--- config.mk ---
export PLATFORM = sky130hd
export DESIGN_NAME = pulse_sequencer
export DESIGN_NICKNAME = d
export VERILOG_FILES = /design/src/rtl/pulse_seq_pkg.sv /design/src/rtl/pulse_sequencer_timer.sv /design/src/rtl/pulse_sequencer.sv
export SDC_FILE = /design/constraint.sdc
export NUM_CORES = 1
export LEC_CHECK = 0
export ABC_AREA = 1
export CAP_MARGIN = 20
export CORE_MARGIN = 10
export CORE_UTILIZATION = 53
export CTS_BUF_LIST = sky130_fd_sc_hd__clkbuf_4 sky130_fd_sc_hd__clkbuf_8 sky130_fd_sc_hd__clkbuf_16
export DETAILED_ROUTE_END_ITERATION = 7
export PLACE_DENSITY_LB_ADDON = 0.15
export SYNTH_ARGS = -nofsm -noshare
export SYNTH_HDL_FRONTEND = slang
export SYNTH_SLANG_ARGS = --single-unit
--- constraint.sdc ---
create_clock -name clk -period 6.25 [get_ports clk]
set_input_delay 0.625 -clock clk [delete_from_list [all_inputs] [get_ports clk]]
set_output_delay 0.625 -clock clk [all_outputs]
set_load 0.02 [all_outputs]
--- src/rtl/pulse_seq_pkg.sv ---
// Shared definitions for the pulse sequencer: FSM state encoding, default
// field widths and the width of the single state timer.
package pulse_seq_pkg;

   localparam int PER_W_DEF = 32;
   localparam int T_W_DEF   = 16;
   // 2*tau needs one bit more than a width/delay field.
   localparam int ECHO_W    = T_W_DEF + 1;

   typedef enum logic [2:0] {
      IDLE,
      NUT,
      ND,
      P1,
      D1,
      P2,
      D2,
      TAIL
   } seq_state_t;

   function automatic logic is_pulse_state(input seq_state_t s);
      return (s == NUT) || (s == P1) || (s == P2);
   endfunction

   function automatic logic is_busy_state(input seq_state_t s);
      return (s != IDLE) && (s != TAIL);
   endfunction

endpackage

--- src/rtl/pulse_sequencer_timer.sv ---
// Loadable down-counter shared by every timed state of the sequencer.
// A state of length L loads L-1; done flags the final cycle of that state.
module pulse_timer
   import pulse_seq_pkg::*;
#(
   parameter int W = ECHO_W
) (
   input  logic         clk,
   input  logic         rst,
   input  logic         load,
   input  logic [W-1:0] load_val,
   output logic         done
);

   logic [W-1:0] count;

   always_ff @(posedge clk) begin
      if (rst) begin
         count <= '0;
      end else if (load) begin
         count <= load_val;
      end else if (count != '0) begin
         count <= count - W'(1);
      end
   end

   assign done = (count == '0);

endmodule

--- src/rtl/pulse_sequencer.sv ---
// Spin-echo / CPMG pulse train sequencer with per-period parameter shadowing.
// Optional nutation pre-pulse is built when PULSE_SEQ_NUTATION_EN is defined.
module pulse_sequencer
   import pulse_seq_pkg::*;
#(
   parameter int PER_W = PER_W_DEF,
   parameter int T_W   = T_W_DEF
) (
   input  logic             clk,
   input  logic             rst,
   input  logic             en,
   input  logic [PER_W-1:0] per,
   input  logic [T_W-1:0]   p1wid,
   input  logic [T_W-1:0]   del,
   input  logic [T_W-1:0]   p2wid,
   input  logic [7:0]       cp,
   input  logic [7:0]       p_bl,
   input  logic             bl,
   input  logic [7:0]       nut_w,
   input  logic [T_W-1:0]   nut_d,
   output logic             pulse,
   output logic             blank,
   output logic             sync,
   output logic             busy
);

   localparam int LW = T_W + 1;

   seq_state_t state, state_next;

   logic [PER_W-1:0] cnt, sper, lim;
   logic             running, hold, period_start, start, stop;

   logic [T_W-1:0]   sp1, sdel, sp2;
   logic [7:0]       scp, sp_bl;
   logic             sbl;

   logic [T_W-1:0]   p1_e, del_e, p2_e;
   logic [7:0]       cp_e, p_bl_e;
   logic             bl_e;

   logic [7:0]       n, n_next, n_inc;
   logic [7:0]       hcnt, hcnt_next;
   logic             pulse_next, blank_next;

   logic             tmr_load, tmr_done;
   logic [LW-1:0]    tmr_val;

   logic             e_p1, e_d1, e_p2, e_d2;

`ifdef PULSE_SEQ_NUTATION_EN
   logic [7:0]       snut_w, nut_w_e;
   logic [T_W-1:0]   snut_d, nut_d_e;
   logic             e_nut, e_nd;
`else
   logic             unused_nut;
   assign unused_nut = ^{nut_w, nut_d};
`endif

   // per < 2 parks everything; the running period length comes from the shadow.
   assign hold         = (per < PER_W'(2));
   assign period_start = !hold && (cnt == '0);
   assign start        = period_start && en;
   assign stop         = period_start && !en;
   assign lim          = running ? sper : per;

   always_ff @(posedge clk) begin
      if (rst || hold) begin
         cnt <= '0;
      end else if (cnt >= lim - PER_W'(1)) begin
         cnt <= '0;
      end else begin
         cnt <= cnt + PER_W'(1);
      end
   end

   always_ff @(posedge clk) begin
      if (rst) begin
         running <= 1'b0;
         sper    <= '0;
         sp1     <= '0;
         sdel    <= '0;
         sp2     <= '0;
         scp     <= '0;
         sp_bl   <= '0;
         sbl     <= 1'b0;
`ifdef PULSE_SEQ_NUTATION_EN
         snut_w  <= '0;
         snut_d  <= '0;
`endif
      end else if (hold || stop) begin
         running <= 1'b0;
      end else if (start) begin
         running <= 1'b1;
         sper    <= per;
         sp1     <= p1wid;
         sdel    <= del;
         sp2     <= p2wid;
         scp     <= cp;
         sp_bl   <= p_bl;
         sbl     <= bl;
`ifdef PULSE_SEQ_NUTATION_EN
         snut_w  <= nut_w;
         snut_d  <= nut_d;
`endif
      end
   end

   // During the launch cycle the shadows are still loading, so use the live inputs.
   assign p1_e   = start ? p1wid : sp1;
   assign del_e  = start ? del   : sdel;
   assign p2_e   = start ? p2wid : sp2;
   assign cp_e   = start ? cp    : scp;
   assign p_bl_e = start ? p_bl  : sp_bl;
   assign bl_e   = start ? bl    : sbl;
`ifdef PULSE_SEQ_NUTATION_EN
   assign nut_w_e = start ? nut_w : snut_w;
   assign nut_d_e = start ? nut_d : snut_d;
`endif

   always_ff @(posedge clk) begin
      if (rst) begin
         state <= IDLE;
         n     <= '0;
      end else begin
         state <= state_next;
         n     <= n_next;
      end
   end

   always_comb begin
      state_next = state;
      n_next     = n;
      n_inc      = n + 8'd1;
      tmr_load   = 1'b0;
      tmr_val    = '0;
      e_p1       = 1'b0;
      e_d1       = 1'b0;
      e_p2       = 1'b0;
      e_d2       = 1'b0;
`ifdef PULSE_SEQ_NUTATION_EN
      e_nut      = 1'b0;
      e_nd       = 1'b0;
`endif

      if (hold || stop) begin
         state_next = IDLE;
         n_next     = '0;
      end else if (start) begin
         n_next = '0;
`ifdef PULSE_SEQ_NUTATION_EN
         e_nut  = 1'b1;
`else
         e_p1   = 1'b1;
`endif
      end else begin
         case (state)
`ifdef PULSE_SEQ_NUTATION_EN
            NUT: if (tmr_done) e_nd = 1'b1;
            ND:  if (tmr_done) e_p1 = 1'b1;
`endif
            P1:  if (tmr_done) e_d1 = 1'b1;
            D1:  if (tmr_done) e_p2 = 1'b1;
            P2: begin
               if (tmr_done) begin
                  n_next = n_inc;
                  if (n_inc < cp_e) e_d2 = 1'b1;
                  else              state_next = TAIL;
               end
            end
            D2:  if (tmr_done) e_p2 = 1'b1;
            default: ;
         endcase
      end

      // Entry requests cascade so zero-length states are skipped in the same cycle.
`ifdef PULSE_SEQ_NUTATION_EN
      if (e_nut) begin
         if (nut_w_e != 8'd0) begin
            state_next = NUT;
            tmr_load   = 1'b1;
            tmr_val    = LW'(nut_w_e) - LW'(1);
         end else begin
            e_p1 = 1'b1;
         end
      end
      if (e_nd) begin
         if (nut_d_e != '0) begin
            state_next = ND;
            tmr_load   = 1'b1;
            tmr_val    = {1'b0, nut_d_e} - LW'(1);
         end else begin
            e_p1 = 1'b1;
         end
      end
`endif
      if (e_p1) begin
         if (p1_e != '0) begin
            state_next = P1;
            tmr_load   = 1'b1;
            tmr_val    = {1'b0, p1_e} - LW'(1);
         end else begin
            e_d1 = 1'b1;
         end
      end
      if (e_d1) begin
         if (del_e != '0) begin
            state_next = D1;
            tmr_load   = 1'b1;
            tmr_val    = {1'b0, del_e} - LW'(1);
         end else begin
            e_p2 = 1'b1;
         end
      end
      if (e_p2) begin
         if ((cp_e == 8'd0) || (p2_e == '0)) begin
            state_next = TAIL;
         end else begin
            state_next = P2;
            tmr_load   = 1'b1;
            tmr_val    = {1'b0, p2_e} - LW'(1);
         end
      end
      if (e_d2) begin
         if (del_e != '0) begin
            state_next = D2;
            tmr_load   = 1'b1;
            tmr_val    = {del_e, 1'b0} - LW'(1);
         end else begin
            state_next = P2;
            tmr_load   = 1'b1;
            tmr_val    = {1'b0, p2_e} - LW'(1);
         end
      end
   end

   pulse_timer #(
      .W (LW)
   ) u_timer (
      .clk      (clk),
      .rst      (rst),
      .load     (tmr_load),
      .load_val (tmr_val),
      .done     (tmr_done)
   );

   // Blanking hold-off restarts on every pulse cycle, so close pulses merge.
   assign pulse_next = is_pulse_state(state_next);
   assign blank_next = bl_e && !hold && (pulse_next || (hcnt != 8'd0));

   always_comb begin
      hcnt_next = '0;
      if (hold) begin
         hcnt_next = '0;
      end else if (pulse_next) begin
         hcnt_next = p_bl_e;
      end else if (hcnt != 8'd0) begin
         hcnt_next = hcnt - 8'd1;
      end
   end

   always_ff @(posedge clk) begin
      if (rst) begin
         pulse <= 1'b0;
         blank <= 1'b0;
         sync  <= 1'b0;
         busy  <= 1'b0;
         hcnt  <= '0;
      end else begin
         pulse <= pulse_next;
         blank <= blank_next;
         sync  <= start;
         busy  <= is_busy_state(state_next);
         hcnt  <= hcnt_next;
      end
   end

endmodule
### Word-level counts from Yosys, hierarchy flattened

Cells that the tools add are included.

* memories kept: 0
* word-level logic and storage cells: 126
* output and inout bits: 4
* bits of input ports: 124
* latch bits: 0
* bits in read-only memories: 0
* RAM bits: 0
* bits in registers: 170

* shift-type cells: 0
* divide/modulo/power cells: 0
* bitwise logic cells: 1
* reduce and logical (&&, ||, !) cells: 31
* order comparisons: 3
* add/sub/neg operators: 9
* mux-type cells: 57
* multipliers: 0
* equality and inequality tests: 8

Operator list (number)
* $mux W17: 10
* $sub A16 B1 Y17 const B: 3
* $mux W16: 3
* $sub A17 B1 Y17 const B: 2
* $mux W3: 11
* $add A32 B1 Y32 const B: 1
* $ge A32 B32 Y1: 1
* $logic_not A32 Y1: 1
* $lt A32 B2 Y1 const B: 1
* $mux W32: 1
* $mux W8: 4
* $reduce_bool A16 Y1: 2
* $sub A32 B1 Y32 const B: 1
* $mux W1: 26
* $logic_not A17 Y1: 1
* $reduce_bool A17 Y1: 1
* $logic_not A16 Y1: 1
* $eq A3 B3 Y1 const B: 4
* $add A8 B1 Y8 const B: 1
* $logic_not A8 Y1: 1
* $lt A8 B8 Y1: 1
* $reduce_bool A8 Y1: 1
* $reduce_or A2 Y1: 4
* $sub A8 B1 Y8 const B: 1
* 12 further kinds: 26

### Depth between registers and ports, before layout

Gate-level depths: netlist (run 1).

* depth after elaboration: 22
* mapped depth: 31
* gate-level depth less buffers: 28

### Cells and area by module

A second synthesis (run 1) with hierarchy kept.

* cell total of the unflattened synthesis: 1867
* area total of the unflattened synthesis: 11898.9 µm²

By module, submodules not included
* pulse_sequencer: instances 1, cells each 1679, area each 10721.5 µm²
* pulse_timer: instances 1, cells each 188, area each 1177.4 µm²

### Least setup slack after synthesis (run 1)

Ideal clock, no wire load.

* path type: in2reg
* from: input port per[0]
* to: register cnt[28]
* setup time: 0.132 ns
* setup slack: 2.421 ns
* stages: 18
* required time: 6.118 ns
* arrival time: 3.697 ns
* path through: o21ai_0 -> ha_1 -> inv_1 -> nor2_1 -> nand2_1 -> inv_1 -> nand4_1 -> nor3_1 -> nand3_1 -> nor3_1 -> xor2_1 -> ha_1 -> nand2_1 -> nor3_1 -> nand3_1 -> o2111ai_1 -> clkbuf_1 -> nor3_1

* longest elaborated chain between the ends: 4
* elaborated cells on any way between the ends: 6
* classes of those cells: add/sub: 1; order compare: 2; mux: 1; reduce/logical: 2

Ends and longest elaborated chain
* from (decl): line pulse_sequencer.sv:12 `input logic [PER_W-1:0] per,`
* $mux W32: line pulse_sequencer.sv:65 `assign lim = running ? sper : per;`
* $sub A32 B1 Y32: line pulse_sequencer.sv:70 `end else if (cnt >= lim - PER_W'(1)) begin`
* $ge A32 B32 Y1: line pulse_sequencer.sv:70
* $reduce_or A2 Y1 (no source line) *
* to (signal assigned): line pulse_sequencer.sv:73 `cnt <= cnt + PER_W'(1);`
* to (decl): line pulse_sequencer.sv:31 `logic [PER_W-1:0] cnt, sper, lim;`

Mark *: on every way between the ends. The rest lies on a longest branch, timed or not.
A chain may end at the register's enable or synchronous reset.

### Worst setup path in the final report (run 1)

* from: register running
* to: register cnt[23]

* longest elaborated chain between the ends: 4

Ends and longest elaborated chain
* from (decl): line pulse_sequencer.sv:32 `logic running, hold, period_start, start, stop;`
* from (signal assigned): line pulse_sequencer.sv:79 `running <= 1'b0;`
* from (signal assigned): line pulse_sequencer.sv:92 `running <= 1'b0;`
* from (signal assigned): line pulse_sequencer.sv:94 `running <= 1'b1;`
* $mux W32: line pulse_sequencer.sv:65
* $sub A32 B1 Y32: line pulse_sequencer.sv:70
* $ge A32 B32 Y1: line pulse_sequencer.sv:70
* $reduce_or A2 Y1 (no source line)

Every way passes these cells.

==> results.toml, run 1 <==
[run_status]
outcome = "finished, final reports clean"

[global_routing]
grt_max_degree = 78
grt_pass1_vias = 10372
grt_pass1_wl_um = 50600
grt_usage_pct = 21.1
antenna_found_initial = 0
grt.overflow.total = 0

[clocking]
ctsResizeCount = 0
cts.path.max_buffers = 2
cts_max_level = 4
path_clk_slew_ns = 0.07
root_buffer = "clkbuf_16"
cts_tree = "built"
holdBufCountCts = 0
clkSinkCount = 170
cts_setup_buffers = 0
cts_buffers = 17
insertion_delay_ns = 0.44

[timing]
final_max_slew_viol_count = 0
tightest_slew_ns = 0.885
rsz0062_at_grt = "false"
holdWs_ns = 0.451
timing.setup.tns_ns = 0
min_period_ns = 4.94
finalClockSkew_ns = 0.0142
hold_viol_final = 0
relSlewSlack_pct = 41.0
post-route-period-util_pct = 79.1
setup_viol = 0
fmax_mhz = 202

[worst_hold_path]
hp-class = "flip-flop to flip-flop"
hp-start = "sper[0]"
hold_depth = 2
min_to = "sper[0]"

[route]
ant_nets = 0
first_iter_violations = 821
dr.pass1.iters = 5
vias_per_cell = 5.19
drcViolationCount = 0
drt_wl_total_um = 30400
routedWlPerCell_um = 14.0
vias = 11287

[logic_synthesis]
synth-edff-count = 0
yosysTopAreaCellShare_pct = 29.3
ys_types = 57
avgSynthCellArea_um2 = 6.48
synth_area_leaders = "dfxtp_1 (29%), nand2_1 (12%), nor2_1 (8.9%), inv_1 (8.7%), xor2_1 (5.6%)"
ys_seq_elements = 170
async_flop_share_pct = 0
ys_seq_area_share_pct = 29.3
synth_ff_type = "dfxtp_1"
synth_warnings = 0
synthCells = 1792
synth.cell_area_um2 = 11600
syn_nets = 1966
synth_top_cell_by_area = "dfxtp_1"

[finish]
stdcell_count = 2173
n_antenna_cell = 0
multiInputGateArea_um2 = 6900
register_area_um2 = 3400
area_growth_pct = 15.8
drive_gt1_share_pct = 5.92
fin_area_um2 = 13400
n_fill_cell = 2093
finalNetCount = 2054

[die]
core.rowCount = 54
die-height_um = 168
start_util_pct = 53.5
num_io_pins = 128
coreArea_um2 = 21700
die_w_um = 168
dieArea_um2 = 28200

[placed_design]
dp_hpwl_um = 23400
port_buffers = 103
place_area_um2 = 12900
dp.cells = 2141
finalWeightedCongestion = 0.937

[run]
drv_cap = 0

[pwr]
leakage_nw = 6.31
ir_drop_mv = 0.199
power.density_nw_per_um2 = 275

[worst_setup_path]
reg2reg_slack_ns = 1.31
slowest_stage = "dfxtp_2"
required_ns = 6.57
crit_top_cell = "inv_1"
crit_fanout = 45
r2r_cells = 22
max_stage_delay_ns = 0.83
path_cells = "o21ai_0 -> inv_1 -> nand3_1 -> inv_1 -> nand4_1 -> nor2_1 -> nand2_1 -> inv_1 -> nand2_1 -> inv_1 -> nand2_1 -> inv_1 -> nand4_1 -> nor4_1 -> xnor2_1 -> ha_1 -> nand2_1 -> nor3_1 -> nand3_1 -> o2111ai_2 -> buf_4 -> nor3b_1"
crit_path_end_kind = "flip-flop"
r2r_start = "running"
reg2reg_to = "cnt[23]"
setup.worst_path.class = "flip-flop to flip-flop"
crit_arrival_ns = 5.26
start_kind = "flip-flop"
[cell usage after synthesis (2+ instances only)]
cell type and count:
clkbuf_1 30, a21oi_1 83, a211oi_1 6, o211ai_1 8
nand3_1 83, inv_1 268, nand2_1 364, o21ai_0 116
nor4_1 11, xnor2_1 13, o21ai_2 2, nor3_1 38
or2_2 2, nor2_4 2, mux2i_1 12, xor2_1 74
and3_1 2, nand3_2 4, buf_6 9, and2_1 2
a31oi_1 6, nand3b_4 2, nand2_2 8, buf_2 6
ha_1 50, dfxtp_1 170, nand2_4 3, nor3_2 2
nor3b_1 12, a21o_1 2, o31ai_1 4, nor2_1 275
o21ai_1 22, nor2_2 16, buf_1 3, nand3_4 2
nand3b_1 2, a21boi_1 3, inv_2 9, nand4_1 43
o21a_1 3, o22ai_1 5
[worst max-delay path by stage]
stage / start / to / slack, ns / cells past startpoint
6_report: running / cnt[23] / 1.31 / 22
5_1_grt: running / cnt[23] / 0.73 / 22
4_1_cts: running / cnt[23] / 1.29 / 22
3_5_place_dp: per[19] / hcnt[7] / 1.12 / 26
3_3_place_gp: per[19] / hcnt[6] / 1.18 / 26
2_1_floorplan: per[0] / cnt[28] / 2.42 / 18
[registers in the layout, summed over array words and instances (netlist names)]
| signal | flops |
|---|---|
| sp1 | 16 |
| hcnt | 8 |
| sbl | 1 |
| running | 1 |
| sp_bl | 8 |
| sync | 1 |
| scp | 8 |
| pulse | 1 |
| state | 3 |
| busy | 1 |
| blank | 1 |
| n | 8 |
| sper | 32 |
| sdel | 16 |
| sp2 | 16 |
| u_timer.count | 17 |
| cnt | 32 |
[worst max-delay path: cells and delay by family (launching register included)]
| kind | cells | cell delay, ns |
|---|---|---|
| and+or+nand+nor | 12 | 1.71 |
| AOI/OAI and AO/OA | 2 | 0.99 |
| DFF | 1 | 0.83 |
| buffers and inverters | 6 | 0.83 |
| adders and majority gates | 1 | 0.30 |
| xor gates and xnor gates | 1 | 0.14 |
[metrics by stage]
stage,setup slack [ns],utilization (%),power [mW]
3_3_place_gp,1.18,59.3,2.60
4_1_cts,1.29,62.0,3.69
6_report,1.31,62.0,3.69
3_5_place_dp,1.12,59.3,2.63
2_1_floorplan,2.42,-,2.30
5_1_grt,0.735,62.0,3.95
[kinds of logic after synthesis]
kind of cell             share of synthesized area, %
AO/OA/AOI/OAI                                    12.6
buffers and inverters                            11.3
multiplexers                                     1.04
AND/OR/NAND/NOR                                  33.7
adder cells (fa/ha/maj)                          5.39
flip-flops                                       29.3
XOR/XNOR                                         6.57
[report_power, final]
part	internal, mW	switching, mW
registers	1.21	0.0794
clock network	0.592	0.473
logic	0.497	0.841
[cell type report]
class,instances,area share [%]
Inverter,278,7.82
Tap cell,280,2.61
Multi-Input combinational cell,1295,51.3
Sequential cell,170,25.3
Clock inverter,11,0.819
Timing Repair Buffer,118,8.57
Clock buffer,21,3.53
[metal layers]
layer  track usage (%)  part of all wire (%)
met1              29.7                    49
met2              32.5                    43
met3              3.98                   6.4
met4              5.34                   1.2
met5                 0                     0
[placed cells by master (no fill, tap or decap), types with 3 or more instances in the layout]
cell type	instances
nand2_1	364
nor2_1	275
inv_1	268
dfxtp_1	169
o21ai_0	116
clkdlybuf4s50_1	102
a21oi_1	83
nand3_1	82
xor2_1	74
ha_1	50
nand4_1	43
nor3_1	38
o21ai_1	22
clkbuf_16	17
nor2_2	16
buf_4	14
xnor2_1	13
mux2i_1	12
nor3b_1	12
nor4_1	11
inv_2	9
nand2_2	8
o211ai_1	8
a211oi_1	6
a31oi_1	6
nand3_2	5
o22ai_1	5
o31ai_1	4
a21boi_1	3
nand2_4	3
o21a_1	3
inv_6	3
clkbuf_8	3
No activity file was read; power rests on OpenSTA's default activity.
==> run 2, diff against run 1 <==
Clock period 6.25 ns to 4.8 ns, I/O delays scaled along.
==> run 2 against run 1 <==
Setup slack got worse by 0.72 ns. Clock power rose by 46%. Critical path depth rose by 6. Clock skew barely moved. Fmax rose by 17%. Worst hold slack improved by 0.00097 ns. Sequential share of layout area fell by 0.47 points.
==> results.toml, run 2 (synthesis results as in run 1) <==
[die]
start_util_pct = 53.5
core.rowCount = 54
num_io_pins = 128
die-height_um = 168
coreArea_um2 = 21700
dieArea_um2 = 28200
die_w_um = 168

[route]
ant_nets = 0
drcViolationCount = 0
dr.pass1.iters = 5
vias_per_cell = 5.22
routedWlPerCell_um = 14.4
drt_wl_total_um = 31600
first_iter_violations = 905
vias = 11451

[pwr]
p_comb_share_pct = 36.0
power_mw = 5.04
p_switching_mw = 1.89
seq_power_share_pct = 33.2
power.density_nw_per_um2 = 368
ir_drop_mv = 0.214
p_clk_share_pct = 30.8
leakage_nw = 6.44
internal_power_mw = 3.15
sw_frac_of_total_pct = 37.5

[worst_hold_path]
hold_depth = 2
hp-start = "sper[23]"
hp-class = "flip-flop to flip-flop"
min_to = "sper[23]"

[clocking]
clkSinkCount = 170
cts.path.max_buffers = 2
holdBufCountCts = 0
root_buffer = "clkbuf_16"
cts_tree = "built"
insertion_delay_ns = 0.44
cts_buffers = 17
ctsResizeCount = 0
cts_max_level = 4
path_clk_slew_ns = 0.07

[timing]
post-route-period-util_pct = 87.8
finalClockSkew_ns = 0.0138
setup_viol = 0
fmax_mhz = 237
timing.setup.tns_ns = 0
min_period_ns = 4.21
tightest_slew_ns = 0.766
final_max_slew_viol_count = 0
setup_ws_ns = 0.587
relSlewSlack_pct = 48.8
hold_viol_final = 0
rsz0062_at_grt = "false"

[run]
drv_cap = 0

[placed_design]
place_area_um2 = 13000
port_buffers = 103
dp_slack_ns = 0.262
dp_hpwl_um = 24400
finalWeightedCongestion = 0.926

[worst_setup_path]
crit_fanout = 22
reg2reg_slack_ns = 0.59
max_stage_delay_ns = 0.34
required_ns = 5.13
crit_path_end_kind = "flip-flop"
start_kind = "flip-flop"
path_delay_family = "simple AND/OR/NAND/NOR gates"
path_buf_inv = 7
crit_start = "cnt[0]"
crit_arrival_ns = 4.54
reg2reg_to = "u_timer.count[12]"
r2r_cells = 28
slowest_stage = "dfxtp_1"
r2r_start = "cnt[0]"
setup.worst_path.class = "flip-flop to flip-flop"

[global_routing]
grt_usage_pct = 21.8
grt.overflow.total = 0
grt_pass1_wl_um = 51600
grt_pass1_vias = 10478
grt_max_degree = 61
antenna_found_initial = 0

[finish]
final_cell_mix = "nand2_1 (364), nor2_1 (275), inv_1 (268), dfxtp_1 (169), o21ai_0 (116)"
area_growth_pct = 18.0
multiInputGateArea_um2 = 6900
n_fill_cell = 2034
finalNetCount = 2074
drive_gt1_share_pct = 6.90
n_antenna_cell = 0
reg_top3 = "cnt x32, sper x32, u_timer.count x17"
mostFrequentLayoutCell = "nand2_1"
fin_area_um2 = 13700
fin_util_pct = 63.1
register_area_um2 = 3400

[run_status]
outcome = "finished, final reports clean"
==> run 2: cell types whose count changed in the layout (fill, tap and decap cells not counted), sizes merged <==
cell	previous run	this run
inv	282	285
bufinv	1	4
clkbuf	21	17
clkinvlp	2	0
buf	16	36
==> run 2: worst max path at each step <==
stage	end	cells past startpoint	slack, ns
2_1_floorplan	cnt[28]	19	0.99
6_report	u_timer.count[12]	28	0.59
5_1_grt	u_timer.count[14]	26	0.12
3_5_place_dp	cnt[30]	23	0.26
3_3_place_gp	cnt[24]	22	0.35
4_1_cts	hcnt[1]	27	0.44
==> run 2: timing repair <==
action	4_1_cts	5_1_grt
buffers inserted	0	5
endpoints found under the hold margin	0	0
endpoints found under the setup margin	0	12
==> run 2: metrics by stage <==
stage	instances	hold WS, ns
2_1_floorplan	1792	0.417
6_report	2193	0.452
4_1_cts	2188	0.452
5_1_grt	2193	0.473
3_5_place_dp	2156	0.440
3_3_place_gp	2155	0.432
==> run 2: power groups by stage <==
| stage | registers [mW] | logic (mW) | clock network [mW] |
|---|---|---|---|
| 2_1_floorplan | 1.68 | 1.32 | 0 |
| 3_3_place_gp | 1.69 | 1.73 | 0 |
| 3_5_place_dp | 1.70 | 1.76 | 0 |
| 4_1_cts | 1.67 | 1.79 | 1.57 |
| 5_1_grt | 1.69 | 2.03 | 1.64 |
| 6_report | 1.67 | 1.81 | 1.55 |
==> run 2: cell type report <==
| cell class | instances | share of cell area [%] |
|---|---|---|
| clock buffer | 17 | 3.11 |
| inverter | 278 | 7.68 |
| timing repair buffer | 138 | 9.74 |
| clock inverter | 15 | 1.67 |
| sequential | 170 | 24.9 |
| multi-input combinational | 1295 | 50.4 |
| tap | 280 | 2.56 |
==> run 2: tightest hold or removal path, stage by stage, from the launching register on <==
cell and delay [ns]:
dfxtp_1 0.30, inv_1 0.06, a21oi_1 0.05
==> run 2: per-layer routing <==
layer,GRT usage [%],vias to the layer above,share of wire [%]
met4,4.01,0,1.0
li1,-,5958,-
met5,0,-,0
met2,34.0,306,44
met3,3.75,21,6.1
met1,30.9,5166,49
==> run 3, diff against run 2 <==
Settings changed: CAP_MARGIN 20 to 25, CORE_UTILIZATION 53 to 55.
==> run 3 against run 2 <==
Routed wire length down 1.2%. Cell area shrank 0.33%. Count of clock-buffer cells in the layout did not move. Combinational power is essentially flat. Critical path type unchanged.
==> results.toml, run 3 (synthesis results as in run 1) <==
[run_status]
outcome = "finished, final reports clean"

[timing]
timing.setup.tns_ns = 0
relSlewSlack_pct = 43.0
finalClockSkew_ns = 0.0146
holdWs_ns = 0.447
min_period_ns = 4.31
fmax_mhz = 232
final_max_slew_viol_count = 0
setup_viol = 0
tightest_slew_ns = 0.854
setup_ws_ns = 0.489
post-route-period-util_pct = 89.8
hold_viol_final = 0

[die]
dieArea_um2 = 27300
num_io_pins = 128
die_w_um = 165
die-height_um = 165
core.rowCount = 53
start_util_pct = 55.5
coreArea_um2 = 20900

[worst_setup_path]
path_delay_family = "simple AND/OR/NAND/NOR gates"
max_stage_delay_ns = 0.51
start_kind = "flip-flop"
required_ns = 5.15
path_buf_inv = 6
crit_top_cell = "inv_1"
slowest_stage = "dfxtp_2"
crit_arrival_ns = 4.66
path_cells = "o21ai_0 -> inv_1 -> nand3_1 -> inv_1 -> nand4_1 -> nor2_1 -> nand2_1 -> inv_1 -> nand2_1 -> inv_1 -> nand2_1 -> inv_1 -> nand4_1 -> nor4_1 -> xnor2_1 -> ha_1 -> nand2_1 -> nor2_1 -> a211oi_1 -> o2111ai_4 -> buf_4 -> nor3b_1"
setup.worst_path.class = "flip-flop to flip-flop"
crit_fanout = 15
crit_path_end_kind = "flip-flop"

[route]
dr_wl_met3_um = 2160
dr.pass1.iters = 5
vias = 11399
met2_length_um = 13700
first_iter_violations = 823
drcViolationCount = 0
vias_per_cell = 5.22
wl_met1_um = 15000
drt_wl_total_um = 31200
ant_nets = 0
routedWlPerCell_um = 14.3
top_layer = "met4"

[finish]
drive_gt1_share_pct = 6.66
n_antenna_cell = 0
final_cell_mix = "nand2_1 (364), nor2_1 (275), inv_1 (268), dfxtp_1 (169), o21ai_0 (116)"
fin_area_um2 = 13600
fin_util_pct = 65.3
stdcell_count = 2183
mostFrequentLayoutCell = "nand2_1"
reg_top3 = "cnt x32, sper x32, u_timer.count x17"
n_fill_cell = 1945
finalNetCount = 2070
area_growth_pct = 17.6

[clocking]
cts_tree = "built"
cts_buffers = 17
root_buffer = "clkbuf_16"
path_clk_slew_ns = 0.07
cts.path.max_buffers = 2
insertion_delay_ns = 0.44
clkSinkCount = 170
cts_max_level = 4

[pwr]
sw_frac_of_total_pct = 37.1
internal_power_mw = 3.12
p_switching_mw = 1.84
leakage_nw = 6.42
p_comb_share_pct = 36.1
power.density_nw_per_um2 = 363
ir_drop_mv = 0.253
power_mw = 4.95
seq_power_share_pct = 33.7
p_clk_share_pct = 30.2

[placed_design]
finalWeightedCongestion = 0.969
dp.cells = 2152
place_area_um2 = 13000
dp_slack_ns = 0.0917
port_buffers = 103
dp_hpwl_um = 24200

[global_routing]
grt_max_degree = 77
grt_pass1_vias = 10791
grt_pass1_wl_um = 51800
grt_usage_pct = 23.2
grt.overflow.total = 0
antenna_found_initial = 0

[run]
drv_cap = 0

[worst_hold_path]
hp-class = "flip-flop to flip-flop"
## run 3: changes by cell type in the layout (fill, tap and decap cells not counted)
cell,change
o2111ai_2,-1
inv_8,-1
clkinv_4,-1
clkinv_8,-1
o2111ai_4,+1
inv_6,-3
clkinvlp_4,+2
clkinv_2,+3
buf_4,-5
buf_12,+1
## run 3: final cells by class
type	instances	area (um2)	area share, %
clock buffer	17	425	3.12
clock inverter	14	196	1.44
inverter	278	1050	7.70
multi-input combinational	1295	6910	50.6
sequential	170	3400	24.9
tap	275	344	2.52
timing repair buffer	134	1320	9.65
## run 3: power by group through the flow
stage,combinational (mW),sequential (mW),clock [mW]
2_1_floorplan,1.32,1.68,0
3_3_place_gp,1.72,1.69,0
3_5_place_dp,1.75,1.70,0
4_1_cts,1.78,1.67,1.51
5_1_grt,2.03,1.69,1.58
6_report,1.79,1.67,1.49
## run 3: per-layer routing
| metal | global-route usage (%) | up-vias |
|---|---|---|
| li1 | - | 5954 |
| met1 | 31.4 | 5110 |
| met2 | 36.4 | 304 |
| met3 | 5.70 | 31 |
| met4 | 5.31 | 0 |
| met5 | 0 | - |
## run 3: repair_timing
action                                  CTS  global route
gates resized for setup                   0             1
hold buffers                              0             0
endpoints found under the setup margin    0             5
setup buffers                             0             0
## run 3: path summary, 6_finish.rpt
kind | startpoint | end | slack, ns | cells past startpoint
worst max-delay path | running | cnt[20] | 0.49 | 22
worst min register to register | cnt[0] | cnt[0] | 0.45 | 1
worst min-delay path | cnt[0] | cnt[0] | 0.45 | 1
worst max register to register | running | cnt[20] | 0.49 | 22
